$ cat src/rtl/debouncer_bank_if.sv
// Signal bundle for debouncer_bank: raw switch inputs and their debounced
// level, edge strobes, change flag and long-press strobes.
// There is no valid/ready handshake. signal_in is sampled on every clock.
// Each output is a registered level or a strobe that is valid for one cycle.
interface debouncer_bank_if #(
    parameter int WIDTH = 4
);
    logic [WIDTH-1:0] signal_in;
    logic [WIDTH-1:0] signal_out;
    logic [WIDTH-1:0] rise_pulse;
    logic [WIDTH-1:0] fall_pulse;
    logic             any_change;
    logic [WIDTH-1:0] long_pulse;

    // Board side or stimulus: drives the raw pins and observes the results.
    modport master (
        output signal_in,
        input  signal_out, rise_pulse, fall_pulse, any_change, long_pulse
    );

    // Debouncer side.
    modport slave (
        input  signal_in,
        output signal_out, rise_pulse, fall_pulse, any_change, long_pulse
    );
endinterface

$ cat src/rtl/debouncer_bank.sv
// debouncer_bank: WIDTH independent switch debouncers. Each channel has a
// synchroniser chain followed by a down-counter filter. The outputs are the
// debounced levels, one-cycle rise/fall strobes and a combined change flag.
// The optional long-press detector is enabled by DEBOUNCER_BANK_LONG_PRESS_EN.
// When that macro is not defined, long_pulse is tied to 0.
module debouncer_bank #(
    parameter int               WIDTH       = 4,
    parameter int               FILTER      = 200_000_000,
    parameter int               SYNC_STAGES = 2,
    parameter logic [WIDTH-1:0] INIT_VAL    = '0,
    parameter int               LONG_FILTER = 400_000_000
) (
    input  logic              clk,
    input  logic              rst_n,
    debouncer_bank_if.slave   bus
);
    localparam int          CW     = $clog2(FILTER);
    localparam logic [CW-1:0] RELOAD = CW'(FILTER - 1);

    // Reject configurations the filter cannot represent.
    if (WIDTH < 1 || WIDTH > 32 || FILTER < 2 || SYNC_STAGES < 2 ||
        SYNC_STAGES > 4 || LONG_FILTER < 2) begin : g_bad_params
        $error("debouncer_bank: parameter out of range");
    end

    logic [WIDTH-1:0] sync_q [SYNC_STAGES];
    logic [WIDTH-1:0] sync_d [SYNC_STAGES];
    logic [CW-1:0]    cnt_q  [WIDTH];
    logic [CW-1:0]    cnt_d  [WIDTH];
    logic [WIDTH-1:0] signal_out_q, signal_out_d;
    logic [WIDTH-1:0] rise_q, rise_d;
    logic [WIDTH-1:0] fall_q, fall_d;
    logic             any_q, any_d;
    logic [WIDTH-1:0] sync_last;

    assign sync_last = sync_q[SYNC_STAGES-1];

    // Shift the raw pins through the synchroniser chain.
    always_comb begin
        sync_d[0] = bus.signal_in;
        for (int s = 1; s < SYNC_STAGES; s++) begin
            sync_d[s] = sync_q[s-1];
        end
    end

    // Per-channel filter: reload on agreement, accept the new level when the
    // counter has reached zero, otherwise count down.
    always_comb begin
        signal_out_d = signal_out_q;
        rise_d       = '0;
        fall_d       = '0;
        for (int i = 0; i < WIDTH; i++) begin
            cnt_d[i] = cnt_q[i];
            if (sync_last[i] == signal_out_q[i]) begin
                cnt_d[i] = RELOAD;
            end else if (cnt_q[i] == '0) begin
                signal_out_d[i] = sync_last[i];
                cnt_d[i]        = RELOAD;
                rise_d[i]       = sync_last[i];
                fall_d[i]       = ~sync_last[i];
            end else begin
                cnt_d[i] = cnt_q[i] - CW'(1);
            end
        end
        any_d = |(rise_d | fall_d);
    end

    // State registers. Reset never samples the pins.
    always_ff @(posedge clk or negedge rst_n) begin
        if (!rst_n) begin
            for (int s = 0; s < SYNC_STAGES; s++) sync_q[s] <= INIT_VAL;
            for (int i = 0; i < WIDTH; i++) cnt_q[i] <= RELOAD;
            signal_out_q <= INIT_VAL;
            rise_q       <= '0;
            fall_q       <= '0;
            any_q        <= 1'b0;
        end else begin
            for (int s = 0; s < SYNC_STAGES; s++) sync_q[s] <= sync_d[s];
            for (int i = 0; i < WIDTH; i++) cnt_q[i] <= cnt_d[i];
            signal_out_q <= signal_out_d;
            rise_q       <= rise_d;
            fall_q       <= fall_d;
            any_q        <= any_d;
        end
    end

    assign bus.signal_out = signal_out_q;
    assign bus.rise_pulse = rise_q;
    assign bus.fall_pulse = fall_q;
    assign bus.any_change = any_q;

`ifdef DEBOUNCER_BANK_LONG_PRESS_EN
    localparam int             LCW     = $clog2(LONG_FILTER);
    localparam logic [LCW-1:0] LRELOAD = LCW'(LONG_FILTER - 1);

    logic [LCW-1:0]   long_cnt_q [WIDTH];
    logic [LCW-1:0]   long_cnt_d [WIDTH];
    logic [WIDTH-1:0] fired_q, fired_d;
    logic [WIDTH-1:0] long_q, long_d;

    // Long-press timer. It counts while the level is high and fires once when
    // it reaches zero. It holds at zero until the level drops.
    always_comb begin
        fired_d = fired_q;
        long_d  = '0;
        for (int i = 0; i < WIDTH; i++) begin
            long_cnt_d[i] = long_cnt_q[i];
            if (!signal_out_q[i]) begin
                long_cnt_d[i] = LRELOAD;
                fired_d[i]    = 1'b0;
            end else if (long_cnt_q[i] != '0) begin
                long_cnt_d[i] = long_cnt_q[i] - LCW'(1);
            end else if (!fired_q[i]) begin
                long_d[i]  = 1'b1;
                fired_d[i] = 1'b1;
            end
        end
    end

    // Long-press registers.
    always_ff @(posedge clk or negedge rst_n) begin
        if (!rst_n) begin
            for (int i = 0; i < WIDTH; i++) long_cnt_q[i] <= LRELOAD;
            fired_q <= '0;
            long_q  <= '0;
        end else begin
            for (int i = 0; i < WIDTH; i++) long_cnt_q[i] <= long_cnt_d[i];
            fired_q <= fired_d;
            long_q  <= long_d;
        end
    end

    assign bus.long_pulse = long_q;
`else
    assign bus.long_pulse = '0;
`endif
endmodule

$ cat src/flat_wrapper.sv
// flat-port wrapper written by rule: the top's interface ports become plain ports
module debouncer_bank_flat 
#(
    parameter int               WIDTH       = 4,
    parameter int               FILTER      = 200_000_000,
    parameter int               SYNC_STAGES = 2,
    parameter logic [WIDTH-1:0] INIT_VAL    = '0,
    parameter int               LONG_FILTER = 400_000_000
)
  (clk, rst_n, bus_signal_in, bus_signal_out, bus_rise_pulse, bus_fall_pulse, bus_any_change, bus_long_pulse);
  debouncer_bank_if #(.WIDTH(WIDTH)) bus_i ();
  input  logic clk;
  input  logic rst_n;
  input wire logic [$bits(bus_i.signal_in)-1:0] bus_signal_in;
  output wire logic [$bits(bus_i.signal_out)-1:0] bus_signal_out;
  output wire logic [$bits(bus_i.rise_pulse)-1:0] bus_rise_pulse;
  output wire logic [$bits(bus_i.fall_pulse)-1:0] bus_fall_pulse;
  output wire logic [$bits(bus_i.any_change)-1:0] bus_any_change;
  output wire logic [$bits(bus_i.long_pulse)-1:0] bus_long_pulse;
  assign bus_i.signal_in = bus_signal_in;
  assign bus_signal_out = bus_i.signal_out;
  assign bus_rise_pulse = bus_i.rise_pulse;
  assign bus_fall_pulse = bus_i.fall_pulse;
  assign bus_any_change = bus_i.any_change;
  assign bus_long_pulse = bus_i.long_pulse;
  debouncer_bank #(.WIDTH(WIDTH), .FILTER(FILTER), .SYNC_STAGES(SYNC_STAGES), .INIT_VAL(INIT_VAL), .LONG_FILTER(LONG_FILTER)) u_core (.clk(clk), .rst_n(rst_n), .bus(bus_i));
endmodule
$ cat config.mk
export PLATFORM = sky130hd
export DESIGN_NAME = debouncer_bank_flat
export DESIGN_NICKNAME = d
export VERILOG_FILES = /design/src/rtl/debouncer_bank_if.sv /design/src/rtl/debouncer_bank.sv /design/src/flat_wrapper.sv
export SDC_FILE = /design/constraint.sdc
export NUM_CORES = 1
export LEC_CHECK = 0
export BUFFER_PORTS_ARGS = -buffer_cell sky130_fd_sc_hd__buf_2
export CAP_MARGIN = 20
export CORE_ASPECT_RATIO = 0.9
export CORE_MARGIN = 5
export CORE_UTILIZATION = 60
export CTS_CLUSTER_DIAMETER = 40
export CTS_CLUSTER_SIZE = 30
export DETAILED_ROUTE_END_ITERATION = 8
export PLACE_DENSITY_LB_ADDON = 0.2
export SLEW_MARGIN = 0
export SYNTH_ARGS = -nofsm -noshare
export SYNTH_HDL_FRONTEND = slang
export SYNTH_SLANG_ARGS = --single-unit
$ cat constraint.sdc
create_clock -name clk -period 6.5 [get_ports clk]
set_input_delay 0 -clock clk [delete_from_list [all_inputs] [get_ports clk]]
set_output_delay 0 -clock clk [all_outputs]
set_load 0.01 [all_outputs]
==> results of run 1 <==
final timing paths:
| path | cells past startpoint | to | from | slack [ns] |
|---|---|---|---|---|
| max in group asynchronous | 4 | u_core.cnt_q[49] | rst_n | 5.33 |
| worst min-delay path | 2 | u_core.cnt_q[18] | rst_n | 0.16 |
| min in group clk | 2 | u_core.sync_d[1] | bus_signal_in[1] | 0.23 |
| worst max-delay path | 6 | u_core.cnt_q[55] | u_core.cnt_q[31] | 4.03 |
| worst min register to register | 0 | u_core.sync_last[2] | u_core.sync_d[2] | 0.35 |
| worst max register to register | 6 | u_core.cnt_q[55] | u_core.cnt_q[31] | 4.03 |
metrics by stage:
step	area, um^2	hold WS [ns]	cells	power, mW
2_1_floorplan	6390	-0.296	601	0.894
3_3_place_gp	6530	0.0621	730	0.913
3_5_place_dp	6540	0.0661	731	0.916
4_1_cts	7230	0.178	768	1.95
5_1_grt	7260	0.218	769	2.00
6_report	7260	0.156	769	1.93
logic make-up (layout without fill, tap and decap cells):
| logic type | after synthesis | after routing |
|---|---|---|
| xor gates and xnor gates | 97 | 97 |
| AOI/OAI and AO/OA | 15 | 15 |
| buffers and inverters | 29 | 68 |
| other | 1 | 4 |
| DFF | 133 | 133 |
| and+or+nand+nor | 314 | 314 |
| adders and majority gates | 5 | 5 |
| muxes | 4 | 4 |
repair_timing:
item	4_1_cts	5_1_grt
resized for setup	0	0
endpoints found under the hold margin	26	0
hold buffers	5	0
cell usage in the layout (no fill, tap or decap), types with 4 or more instances in the layout:
| master | instances |
|---|---|
| sky130_fd_sc_hd__dfstp_2 | 80 |
| sky130_fd_sc_hd__nand4_1 | 9 |
| sky130_fd_sc_hd__a21oi_1 | 4 |
| sky130_fd_sc_hd__ha_1 | 5 |
| sky130_fd_sc_hd__nor4_1 | 29 |
| sky130_fd_sc_hd__nand2_1 | 78 |
| sky130_fd_sc_hd__xnor2_1 | 59 |
| sky130_fd_sc_hd__nand2_2 | 19 |
| sky130_fd_sc_hd__nor4_2 | 7 |
| sky130_fd_sc_hd__o31ai_1 | 5 |
| sky130_fd_sc_hd__mux2_2 | 4 |
| sky130_fd_sc_hd__bufinv_16 | 4 |
| sky130_fd_sc_hd__nor3b_1 | 10 |
| sky130_fd_sc_hd__nor3_1 | 18 |
| sky130_fd_sc_hd__nand3_1 | 18 |
| sky130_fd_sc_hd__or3_1 | 10 |
| sky130_fd_sc_hd__nor2_1 | 70 |
| sky130_fd_sc_hd__or4_1 | 12 |
| sky130_fd_sc_hd__nand2b_1 | 6 |
| sky130_fd_sc_hd__buf_2 | 17 |
| sky130_fd_sc_hd__clkbuf_16 | 17 |
| sky130_fd_sc_hd__dlygate4sd3_1 | 5 |
| sky130_fd_sc_hd__conb_1 | 4 |
| sky130_fd_sc_hd__dfrtp_1 | 53 |
| sky130_fd_sc_hd__nand4b_1 | 4 |
| sky130_fd_sc_hd__xor2_1 | 38 |
| sky130_fd_sc_hd__inv_1 | 9 |
area by class of cell:
type | instances | share of cell area, %
flip-flops and latches | 133 | 47.2
multi-input cells | 439 | 38.6
clock buffers | 18 | 6.05
clock inverters | 14 | 2.76
repair buffers | 27 | 2.71
well taps | 129 | 2.22
inverters | 9 | 0.465
registers in the layout, summed over array words and instances, names as in the netlist:
signal,cells
u_core.bus.signal_out,4
u_core.sync_d,4
u_core.bus.any_change,1
u_core.bus.fall_pulse,4
u_core.bus.rise_pulse,4
u_core.sync_last,4
u_core.cnt_q,112
layer usage:
metal	vias up	routed length [um]
li1	2084	-
met4	0	187
met1	2123	5340
met2	54	5950
met3	17	294
met5	-	0
worst max-delay path, cell delays in order (launching register included):
cell and delay (ns):
sky130_fd_sc_hd__dfstp_2 0.38, sky130_fd_sc_hd__nor4_2 0.60, sky130_fd_sc_hd__nand4_1 0.49, sky130_fd_sc_hd__nor4_2 0.41, sky130_fd_sc_hd__nor2_1 0.26, sky130_fd_sc_hd__buf_6 0.21, sky130_fd_sc_hd__nand2_1 0.06
power by group through the flow:
| stage | Sequential [mW] | Combinational, mW | Clock (mW) |
|---|---|---|---|
| after detailed placement | 0.865 | 0.0506 | 0 |
| after floorplan | 0.863 | 0.0309 | 0 |
| final | 0.853 | 0.0538 | 1.02 |
| after CTS | 0.853 | 0.0535 | 1.04 |
| after global placement | 0.864 | 0.0484 | 0 |
| after global routing | 0.854 | 0.0616 | 1.08 |
==> qor_table.md, run 1 <==
| Item | Reported | Unit |
|:---|:---|:---|
| Status | finished clean | - |
| Net total in the final layout | 638 | - |
| Pre-CTS setup slack | 4.05 | ns |
| Share of final-layout standard cells stronger than drive strength 1 | 27.7 | % |
| Worst Skew | 0.00913 | ns |
| Achievable clock frequency | 0.404 | GHz |
| Flops & latches, synth | 133 | - |
| Worst Path Class, Setup | reg2reg | - |
| Top-level I/O count | 23 | - |
| Arr. time, crit path | 2.83 | ns |
| Maximum root-to-sink buffer count | 2 | - |
| Sequential cell area in the final layout | 3430 | um^2 |
| Main area contributors after synthesis | sky130_fd_sc_hd__dfstp_2 33%, sky130_fd_sc_hd__dfrtp_1 21%, sky130_fd_sc_hd__xnor2_1 8.1%, sky130_fd_sc_hd__xor2_1 5.2%, sky130_fd_sc_hd__nand2_1 4.6% | - |
| Pleak | 2.73 | nW |
| Layout Utilization | 70.2 | % |
| Sw power | 0.413 | mW |
| Post-synthesis share of cell area spent on xor and xnor gates | 13.3 | % |
| Syn avg cell area | 10.7 | um^2 |
| Type of element capturing the critical path | flip-flop | - |
| GRT met1 Usage | 24.9 | % |
| Count of buffers inserted at the top-level ports | 18 | - |
| Minimum setup slack in the final design | 4.03 | ns |
| CTS clk-pin slew, worst paths | 0.06 | ns |
| Pin count of the biggest net entering global routing | 83 | - |
| Area share of the leading cell type in the synthesized netlist | 32.9 | % |
| Most common cell in the netlist | sky130_fd_sc_hd__dfstp_2 | - |
| Min-Delay Path Class | in2async | - |
| Area share of and/or/nand/nor cells after synthesis | 27.0 | % |
| Required time at the worst-slack endpoint | 6.86 | ns |
| Vias | 4,278 | - |
| GRT Total Usage | 19.8 | % |
| Final critical-path required period | 2.47 | ns |
| Total CTS buffers | 17 | - |
| Drt pass-1 iters | 4 | - |
| Clock Sinks | 133 | - |
| Net switching share of the total power | 21.4 | % |
| Post-CTS repair timing setup buffer count | 0 | - |
| Clock Root Buffer | sky130_fd_sc_hd__clkbuf_16 | - |
| Count of yosys warnings during synthesis | 0 | - |
| Combined area of all synthesized cells | 6380 | um^2 |
| Dominant register cell in the synthesized netlist | sky130_fd_sc_hd__dfstp_2 | - |
| Internal power component | 1.52 | mW |
| DRC violation total after the first TritonRoute iteration | 265 | - |
| EDFF count, synth | 0 | - |
| Drt drc | 0 | - |
| Core outline area | 10,300 | um^2 |
| Transition at the pin with the smallest max-transition slack | 0.727 | ns |
| Ratio of final minimum period to clock period | 38.0 | % |
| Power per Cell Area | 266 | nW/um^2 |
| Area Growth Syn to Fin | 13.8 | % |
| CTS tree | built | - |
| Deepest level of the CTS H-tree | 4 | - |
| Combinational family with the most area after synthesis | simple AND/OR/NAND/NOR gates | - |
| Synth async-reset ratio | 100 | % |
| Routed WL per cell | 15.3 | um |
| Top post-synthesis cells by count | 80 x sky130_fd_sc_hd__dfstp_2, 78 x sky130_fd_sc_hd__nand2_1, 70 x sky130_fd_sc_hd__nor2_1 | - |
| Max-slew headroom | 51.1 | % |
| Synthesized-area fraction occupied by ao, oa, aoi and oai cells | 1.59 | % |
| WL final | 11.8 | mm |
| Die outline area | 12,800 | um^2 |
| Total of fill cells in the finished design | 748 | - |
| Average via count per standard cell | 5.56 | - |
| Critical Path Source Type | flip-flop | - |
| Number of hold violations in the final report | 0 | - |
| Area of the multi-input gates | 2800 | um^2 |
| Initial antenna violation count | 0 | - |
| Met3 track demand over resource | 4.99 | % |
| Part of the Yosys area used for sequential elements | 53.7 | % |
| Placer's final routability congestion estimate | 0.802 | - |
| Number of inserted diodes | 0 | - |
| Cell taking the most area after synthesis | sky130_fd_sc_hd__dfstp_2 | - |
| Proportion of power drawn by the clock network | 53.0 | % |
| Most utilized layer in the global route result | met2 | - |
| Fraction of the mapped netlist area in adder cells | 0.981 | % |
| Share of power burned in combinational logic | 2.8 | % |
| Die width | 119 | um |
| Sequential fraction of design power | 44.2 | % |
| Max-cap check violation count | 0 | - |
| Starting density of the core | 61.7 | % |
| Final HPWL DP | 7.61 | mm |
| First-pass GRT wire length | 20.4 | mm |
| Standard-cell row count | 35 | - |
| Largest fanout on the critical path | 11 | - |
| Maximum VDD drop | 0.000203 | V |
| Setup TNS | 0 | ns |
| Clock latency reported for the late side of the worst-skew pair | 0.42 | ns |
| Distinct cell type count after synthesis | 46 | - |
| Overflow left after global routing | 0 | - |
| Fraction of synthesized area in multiplexers | 0.706 | % |
| Met2 demand-to-capacity share in global routing | 32.9 | % |
| Slew Limit Fails | 0 | - |
| Final setup violation count | 0 | - |
| Count of mapped cells out of synthesis | 598 | - |
| Die Y | 108 | um |
| Unrepaired setup endpoints after global routing | false | - |
| Number of global-route vias before repair | 4,368 | - |
| Number of nets with antenna violations after routing | 0 | - |
Power figures use the tool's default switching activity.
==> run 2: changes to the inputs <==
==> constraint.sdc (replaced) <==
create_clock -name clk -period 2.35 [get_ports clk]
set_input_delay 0 -clock clk [delete_from_list [all_inputs] [get_ports clk]]
set_output_delay 0 -clock clk [all_outputs]
set_load 0.01 [all_outputs]
==> run 2 against run 1 <==
Effect of this change:
- largest cell class unchanged
- design area rose by 0.76%
- clock-buffer cell count rose by 5
- critical path depth rose by 1
- critical path type unchanged
- non-clock buffer count rose by 16
- utilization rose by 0.53 points
==> qor_table.md, run 2 (same netlist as run 1, synthesis figures left out) <==
| Item | Reported | Unit |
|:---|:---|:---|
| Placed cell count | 748 | - |
| Finished Layout Cells | 785 | - |
| WL final | 12.3 | mm |
| Clock Sinks | 133 | - |
| Status | finished clean | - |
| Initial antenna violation count | 0 | - |
| Clock Root Buffer | sky130_fd_sc_hd__clkbuf_16 | - |
| Unrepaired setup endpoints after global routing | false | - |
| Number of hold violations in the final report | 0 | - |
| Starting density of the core | 61.7 | % |
| Maximum VDD drop | 0.000614 | V |
| Net total in the final layout | 654 | - |
| Routed WL per cell | 15.7 | um |
| Transition at the pin with the smallest max-transition slack | 0.645 | ns |
| Clock latency reported for the late side of the worst-skew pair | 0.42 | ns |
| Commonest non-fill, non-tap cells in the layout | 80 x sky130_fd_sc_hd__dfstp_2, 78 x sky130_fd_sc_hd__nand2_1, 70 x sky130_fd_sc_hd__nor2_1 | - |
| Deepest level of the CTS H-tree | 4 | - |
| First-pass GRT wire length | 21.6 | mm |
| Placer's final routability congestion estimate | 0.774 | - |
| Critical Path Source Type | flip-flop | - |
| Number of nets with antenna violations after routing | 0 | - |
| Top-level I/O count | 23 | - |
| Ratio of final minimum period to clock period | 92.6 | % |
| Largest fanout on the critical path | 8 | - |
| Drt drc | 0 | - |
| Setup TNS | 0 | ns |
| Number of flip-flops under the largest register name | 112 | - |
| Standard-cell row count | 35 | - |
| Die Y | 108 | um |
| Arr. time, crit path | 2.46 | ns |
| Pleak | 2.78 | nW |
| Type of element capturing the critical path | flip-flop | - |
| Required time at the worst-slack endpoint | 2.64 | ns |
| Count of buffers inserted at the top-level ports | 18 | - |
| Final HPWL DP | 8.03 | mm |
| Worst Path Class, Setup | reg2reg | - |
| Layout Utilization | 70.8 | % |
| Power per Cell Area | 698 | nW/um^2 |
| Cell Area, Placed | 6680 | um^2 |
| Slew Limit Fails | 0 | - |
| Core outline area | 10,300 | um^2 |
| Max-slew headroom | 57.0 | % |
| Achievable clock frequency | 0.460 | GHz |
| Area Growth Syn to Fin | 14.6 | % |
| CTS tree | built | - |
| Final setup violation count | 0 | - |
| Drt pass-1 iters | 4 | - |
| Finished layout cell area | 7310 | um^2 |
| GRT Total Usage | 20.8 | % |
| Vias | 4,444 | - |
| Total CTS buffers | 17 | - |
| Die width | 119 | um |
| Most frequent standard cell in the layout excluding fill and tap cells | sky130_fd_sc_hd__dfstp_2 | - |
| Largest register by flop count | u_core.cnt_q | - |
| Number of inserted diodes | 0 | - |
| Number of global-route vias before repair | 4,690 | - |
| Average via count per standard cell | 5.66 | - |
| Pin count of the biggest net entering global routing | 64 | - |
| DRC violation total after the first TritonRoute iteration | 241 | - |
| Share of final-layout standard cells stronger than drive strength 1 | 29.1 | % |
| Worst Skew | 0.0118 | ns |
| Overflow left after global routing | 0 | - |
| Final critical-path required period | 2.18 | ns |
| Max-cap check violation count | 0 | - |
| Min-Delay Path Class | in2async | - |
| Maximum root-to-sink buffer count | 2 | - |
| Die outline area | 12,800 | um^2 |
| CTS clk-pin slew, worst paths | 0.06 | ns |
run 2: changes by cell type in the layout (fill, tap and decap cells not counted), sizes merged:
| cell | delta |
|---|---|
| clkinvlp | +1 |
| clkinv | -1 |
| bufinv | -2 |
| inv | -3 |
| clkbuf | +5 |
| buf | +16 |
run 2: cell type report:
cell class              count  area [um^2]
clock buffers              23          478
clock inverters             9          103
fillers                   723         3020
inverters                   9         33.8
multi-input cells         439         2800
flip-flops and latches    133         3430
well taps                 129          161
repair buffers             43          305
run 2: per-layer routing:
layer | GRT usage (%) | share of wire [%]
met1 | 25.4 | 44
met2 | 35.9 | 51
met3 | 5.41 | 3.3
met4 | 7.44 | 1.5
met5 | 0 | 0
run 2: timing repair:
action | in CTS | in global routing
setup buffers | 0 | 0
gates resized for setup | 0 | 1
setup endpoints to repair | 0 | 1
hold buffers | 5 | 0
endpoints found under the hold margin | 22 | 0
run 2: final timing paths:
check                            startpoint                   to  slack (ns)  cells past startpoint
max                        u_core.cnt_q[56]     u_core.cnt_q[74]        0.17                      7
min                                   rst_n     u_core.cnt_q[18]        0.16                      2
max reg2reg                u_core.cnt_q[56]     u_core.cnt_q[74]        0.17                      7
min reg2reg                u_core.sync_d[3]  u_core.sync_last[3]        0.35                      0
max in group asynchronous             rst_n     u_core.cnt_q[92]        1.38                      3
min in group clk           bus_signal_in[2]     u_core.sync_d[2]        0.24                      2
run 2: worst max-delay path, cell delays in order, from the launching register on:
cell and delay, ns:
sky130_fd_sc_hd__dfstp_2 0.38, sky130_fd_sc_hd__inv_1 0.05, sky130_fd_sc_hd__ha_1 0.22, sky130_fd_sc_hd__nor4b_4 0.32
sky130_fd_sc_hd__nand4_4 0.13, sky130_fd_sc_hd__or4b_4 0.60, sky130_fd_sc_hd__nand2_1 0.26, sky130_fd_sc_hd__nor2_1 0.10
run 2: power by group:
group	leakage (nW)	internal [mW]	switching, mW
combinational	0.937	0.0432	0.105
clock	0.279	1.64	0.959
sequential	1.56	2.33	0.0247
total	2.78	4.02	1.09
run 2: through the flow:
stage	hold slack, ns	setup WS (ns)	total power, mW
after floorplan	-0.296	0.167	2.47
after global placement	0.0565	0.200	2.53
after detailed placement	0.0611	0.179	2.54
after CTS	0.175	0.184	5.14
after global routing	0.231	0.0824	5.28
final	0.164	0.175	5.10
==> run 3: changes to the inputs <==
--- a/config.mk
+++ b/config.mk
@@ -5,6 +5,7 @@
 export SDC_FILE = /design/constraint.sdc
 export NUM_CORES = 1
 export LEC_CHECK = 0
+export ABC_AREA = 1
 export BUFFER_PORTS_ARGS = -buffer_cell sky130_fd_sc_hd__buf_2
 export CAP_MARGIN = 20
 export CORE_ASPECT_RATIO = 0.9
==> run 3 against run 2 <==
Effect of this change:
- maximum frequency up 28%
- clock skew down 0.0060 ns
- final cell count up 45%
- sequential share of layout area down 5.6 points
- die area up 15%
- clock-buffer cell count down 4
- design area up 14%
- first-iteration DRC count up 66%
- power up 2.6%
- register-to-register slack better by 0.47 ns
- combinational power up 16%
- utilization down 1.9 points
==> qor_table.md, run 3 <==
| Item | Reported | Unit |
|:---|:---|:---|
| Vias | 5,804 | - |
| Overall power | 5.24 | mW |
| Share of final-layout standard cells stronger than drive strength 1 | 24.4 | % |
| Status | finished clean | - |
| WL final | 15.0 | mm |
| Final setup violation count | 0 | - |
| Sequential cell area in the final layout | 3430 | um^2 |
| Min-Delay Path Class | in2async | - |
| Largest fanout on the critical path | 12 | - |
| Max-cap check violation count | 0 | - |
| Standard-cell row count | 38 | - |
| Number of inserted diodes | 0 | - |
| Top-level I/O count | 23 | - |
| Slew Limit Fails | 0 | - |
| Most frequent cell on the critical path | sky130_fd_sc_hd__nand3_1 | - |
| Overflow left after global routing | 0 | - |
| Unrepaired setup endpoints after global routing | false | - |
| Max-slew headroom | 65.0 | % |
| Ratio of final minimum period to clock period | 72.6 | % |
| Final critical-path required period | 1.71 | ns |
| Achievable clock frequency | 0.586 | GHz |
| CTS tree | built | - |
| Worst hold-check slack | 0.117 | ns |
| Type of element capturing the critical path | flip-flop | - |
| Number of global-route vias before repair | 5,683 | - |
| Final HPWL DP | 10.8 | mm |
| Pre-CTS setup slack | 0.632 | ns |
| Number of flip-flops under the largest register name | 112 | - |
| Pin count of the biggest net entering global routing | 58 | - |
| First-pass GRT wire length | 26.1 | mm |
| Dominant register cell in the synthesized netlist | sky130_fd_sc_hd__dfstp_2 | - |
| Setup TNS | 0 | ns |
| Finished Layout Cells | 1,138 | - |
| Count of buffer and inverter cells on the critical path | 2 | - |
| Net switching share of the total power | 21.8 | % |
| Placer's final routability congestion estimate | 0.912 | - |
| Drt pass-1 iters | 6 | - |
| Synth async-reset ratio | 100 | % |
| Deepest level of the CTS H-tree | 4 | - |
| Clock latency reported for the late side of the worst-skew pair | 0.42 | ns |
| Post-CTS repair timing setup buffer count | 0 | - |
| Arr. time, crit path | 2.04 | ns |
| Die Y | 115 | um |
| Most frequent standard cell in the layout excluding fill and tap cells | sky130_fd_sc_hd__nand2_1 | - |
| Die width | 127 | um |
| Most common cell in the netlist | sky130_fd_sc_hd__nand2_1 | - |
| Internal power component | 4.09 | mW |
| Proportion of power drawn by the clock network | 51.9 | % |
| Initial antenna violation count | 0 | - |
| Total of fill cells in the finished design | 1,011 | - |
| Clock Sinks | 133 | - |
| Maximum root-to-sink buffer count | 2 | - |
| CTS clk-pin slew, worst paths | 0.06 | ns |
| Area Growth Syn to Fin | 12.4 | % |
| Pleak | 3.87 | nW |
| Drt drc | 0 | - |
| Hold_buf cts | 5 | - |
| Power per Cell Area | 630 | nW/um^2 |
| Starting density of the core | 61.3 | % |
| Top delay family on crit path | simple AND/OR/NAND/NOR gates | - |
| Combined area of all synthesized cells | 7400 | um^2 |
| Commonest non-fill, non-tap cells in the layout | 196 x sky130_fd_sc_hd__nand2_1, 188 x sky130_fd_sc_hd__nor2_1, 100 x sky130_fd_sc_hd__inv_1 | - |
| Count of buffers inserted at the top-level ports | 18 | - |
| Part of the Yosys area used for sequential elements | 46.3 | % |
| Count of yosys warnings during synthesis | 0 | - |
| Sequential fraction of design power | 44.8 | % |
| Average via count per standard cell | 5.10 | - |
| Maximum VDD drop | 0.000512 | V |
| Required time at the worst-slack endpoint | 2.68 | ns |
| Clock Root Buffer | sky130_fd_sc_hd__clkbuf_16 | - |
| DRC violation total after the first TritonRoute iteration | 401 | - |
| Cell taking the most area after synthesis | sky130_fd_sc_hd__dfstp_2 | - |
| Resized Gates After CTS | 0 | - |
| Placed cell count | 1,101 | - |
| Slowest cell on the critical path | sky130_fd_sc_hd__dfstp_2 | - |
| Biggest cell delay along the critical path | 0.53 | ns |
| Main area contributors after synthesis | sky130_fd_sc_hd__dfstp_2 28%, sky130_fd_sc_hd__dfrtp_1 18%, sky130_fd_sc_hd__nand2_1 9.9%, sky130_fd_sc_hd__nor2_1 9.5%, sky130_fd_sc_hd__inv_1 5.1% | - |
| Net total in the final layout | 976 | - |
| Sw power | 1.14 | mW |
| Transition at the pin with the smallest max-transition slack | 0.525 | ns |
| Count of mapped cells out of synthesis | 926 | - |
| Number of nets with antenna violations after routing | 0 | - |
| Largest register by flop count | u_core.cnt_q | - |
| Area of the multi-input gates | 3450 | um^2 |
| Syn avg cell area | 7.99 | um^2 |
| Chain of cells forming the critical path | inv_1 -> ha_1 -> nand3_1 -> nor2_2 -> nand4_4 -> nand2_4 -> inv_4 -> nand3_1 | - |
| Routed WL per cell | 13.1 | um |
| GRT Total Usage | 22.2 | % |
| Total CTS buffers | 17 | - |
| Critical Path Source Type | flip-flop | - |
| EDFF count, synth | 0 | - |
| Minimum setup slack in the final design | 0.645 | ns |
| Top post-synthesis cells by count | 196 x sky130_fd_sc_hd__nand2_1, 188 x sky130_fd_sc_hd__nor2_1, 100 x sky130_fd_sc_hd__inv_1 | - |
| Core outline area | 12,100 | um^2 |
| Worst Path Class, Setup | reg2reg | - |
| Distinct cell type count after synthesis | 39 | - |
| Area share of the leading cell type in the synthesized netlist | 28.4 | % |
| Share of power burned in combinational logic | 3.3 | % |
| Number of hold violations in the final report | 0 | - |
| Die outline area | 14,700 | um^2 |
| Flops & latches, synth | 133 | - |
| Worst Skew | 0.00578 | ns |
-- run 3: cell types whose count changed after synthesis, moves of 11 or more --
| cell | change |
|---|---|
| sky130_fd_sc_hd__or4_1 | -12 |
| sky130_fd_sc_hd__clkbuf_1 | -11 |
| sky130_fd_sc_hd__xor2_1 | -17 |
| sky130_fd_sc_hd__o21ai_0 | +23 |
| sky130_fd_sc_hd__nor4_1 | -27 |
| sky130_fd_sc_hd__xnor2_1 | -43 |
| sky130_fd_sc_hd__nand3_2 | +19 |
| sky130_fd_sc_hd__nor2_1 | +118 |
| sky130_fd_sc_hd__inv_1 | +91 |
| sky130_fd_sc_hd__nand3_1 | +52 |
| sky130_fd_sc_hd__nand2_1 | +118 |
| sky130_fd_sc_hd__nor2_2 | +21 |
-- run 3: area by class of cell --
class / count / area share, %
Multi-Input combinational cell: 675 / 41.5
Clock inverter: 13 / 1.88
Sequential cell: 133 / 41.2
Clock buffer: 19 / 5.45
Tap cell: 160 / 2.41
Timing Repair Buffer: 25 / 2.24
Inverter: 113 / 5.28
-- run 3: per-stage QoR --
step,utilization [%],cell area [um^2]
floorplan,-,7410
global placement,63.4,7660
detailed placement,63.4,7660
CTS,68.9,8320
global route,68.9,8320
finish,68.9,8320
-- run 3: worst paths after layout --
path / cells past startpoint / slack [ns] / startpoint / endpoint
max: 8 / 0.64 / u_core.cnt_q[28] / u_core.cnt_q[53]
min: 2 / 0.12 / rst_n / u_core.bus.rise_pulse[2]
max reg2reg: 8 / 0.64 / u_core.cnt_q[28] / u_core.cnt_q[53]
min reg2reg: 0 / 0.35 / u_core.sync_d[0] / u_core.sync_last[0]
max in group asynchronous: 3 / 1.57 / rst_n / u_core.cnt_q[70]
min in group clk: 2 / 0.22 / bus_signal_in[2] / u_core.sync_d[2]
-- run 3: power groups by stage --
stage / clock network (mW) / logic (mW) / registers [mW]
floorplan: 0 / 0.108 / 2.38
global placement: 0 / 0.168 / 2.38
detailed placement: 0 / 0.170 / 2.38
CTS: 2.75 / 0.177 / 2.35
global route: 2.86 / 0.196 / 2.35
finish: 2.72 / 0.172 / 2.35
-- run 3: logic make-up (layout without fill, tap and decap cells) --
group                      Yosys count  after routing  synth area share (%)
DFF                                133            133                  46.3
AOI/OAI and AO/OA                   39             39                  2.81
other                                1              4                0.0507
and+or+nand+nor                    590            590                  38.4
buffers and inverters              121            170                  7.17
xor gates and xnor gates            37             37                  4.38
adders and majority gates            5              5                 0.845
-- run 3: per-layer routing --
| layer | up-vias | routed length, um | track usage, % |
|---|---|---|---|
| met3 | 18 | 558 | 5.48 |
| li1 | 2959 | - | - |
| met2 | 101 | 6800 | 35.2 |
| met5 | - | 0 | 0 |
| met1 | 2726 | 7410 | 30.5 |
| met4 | 0 | 195 | 6.50 |
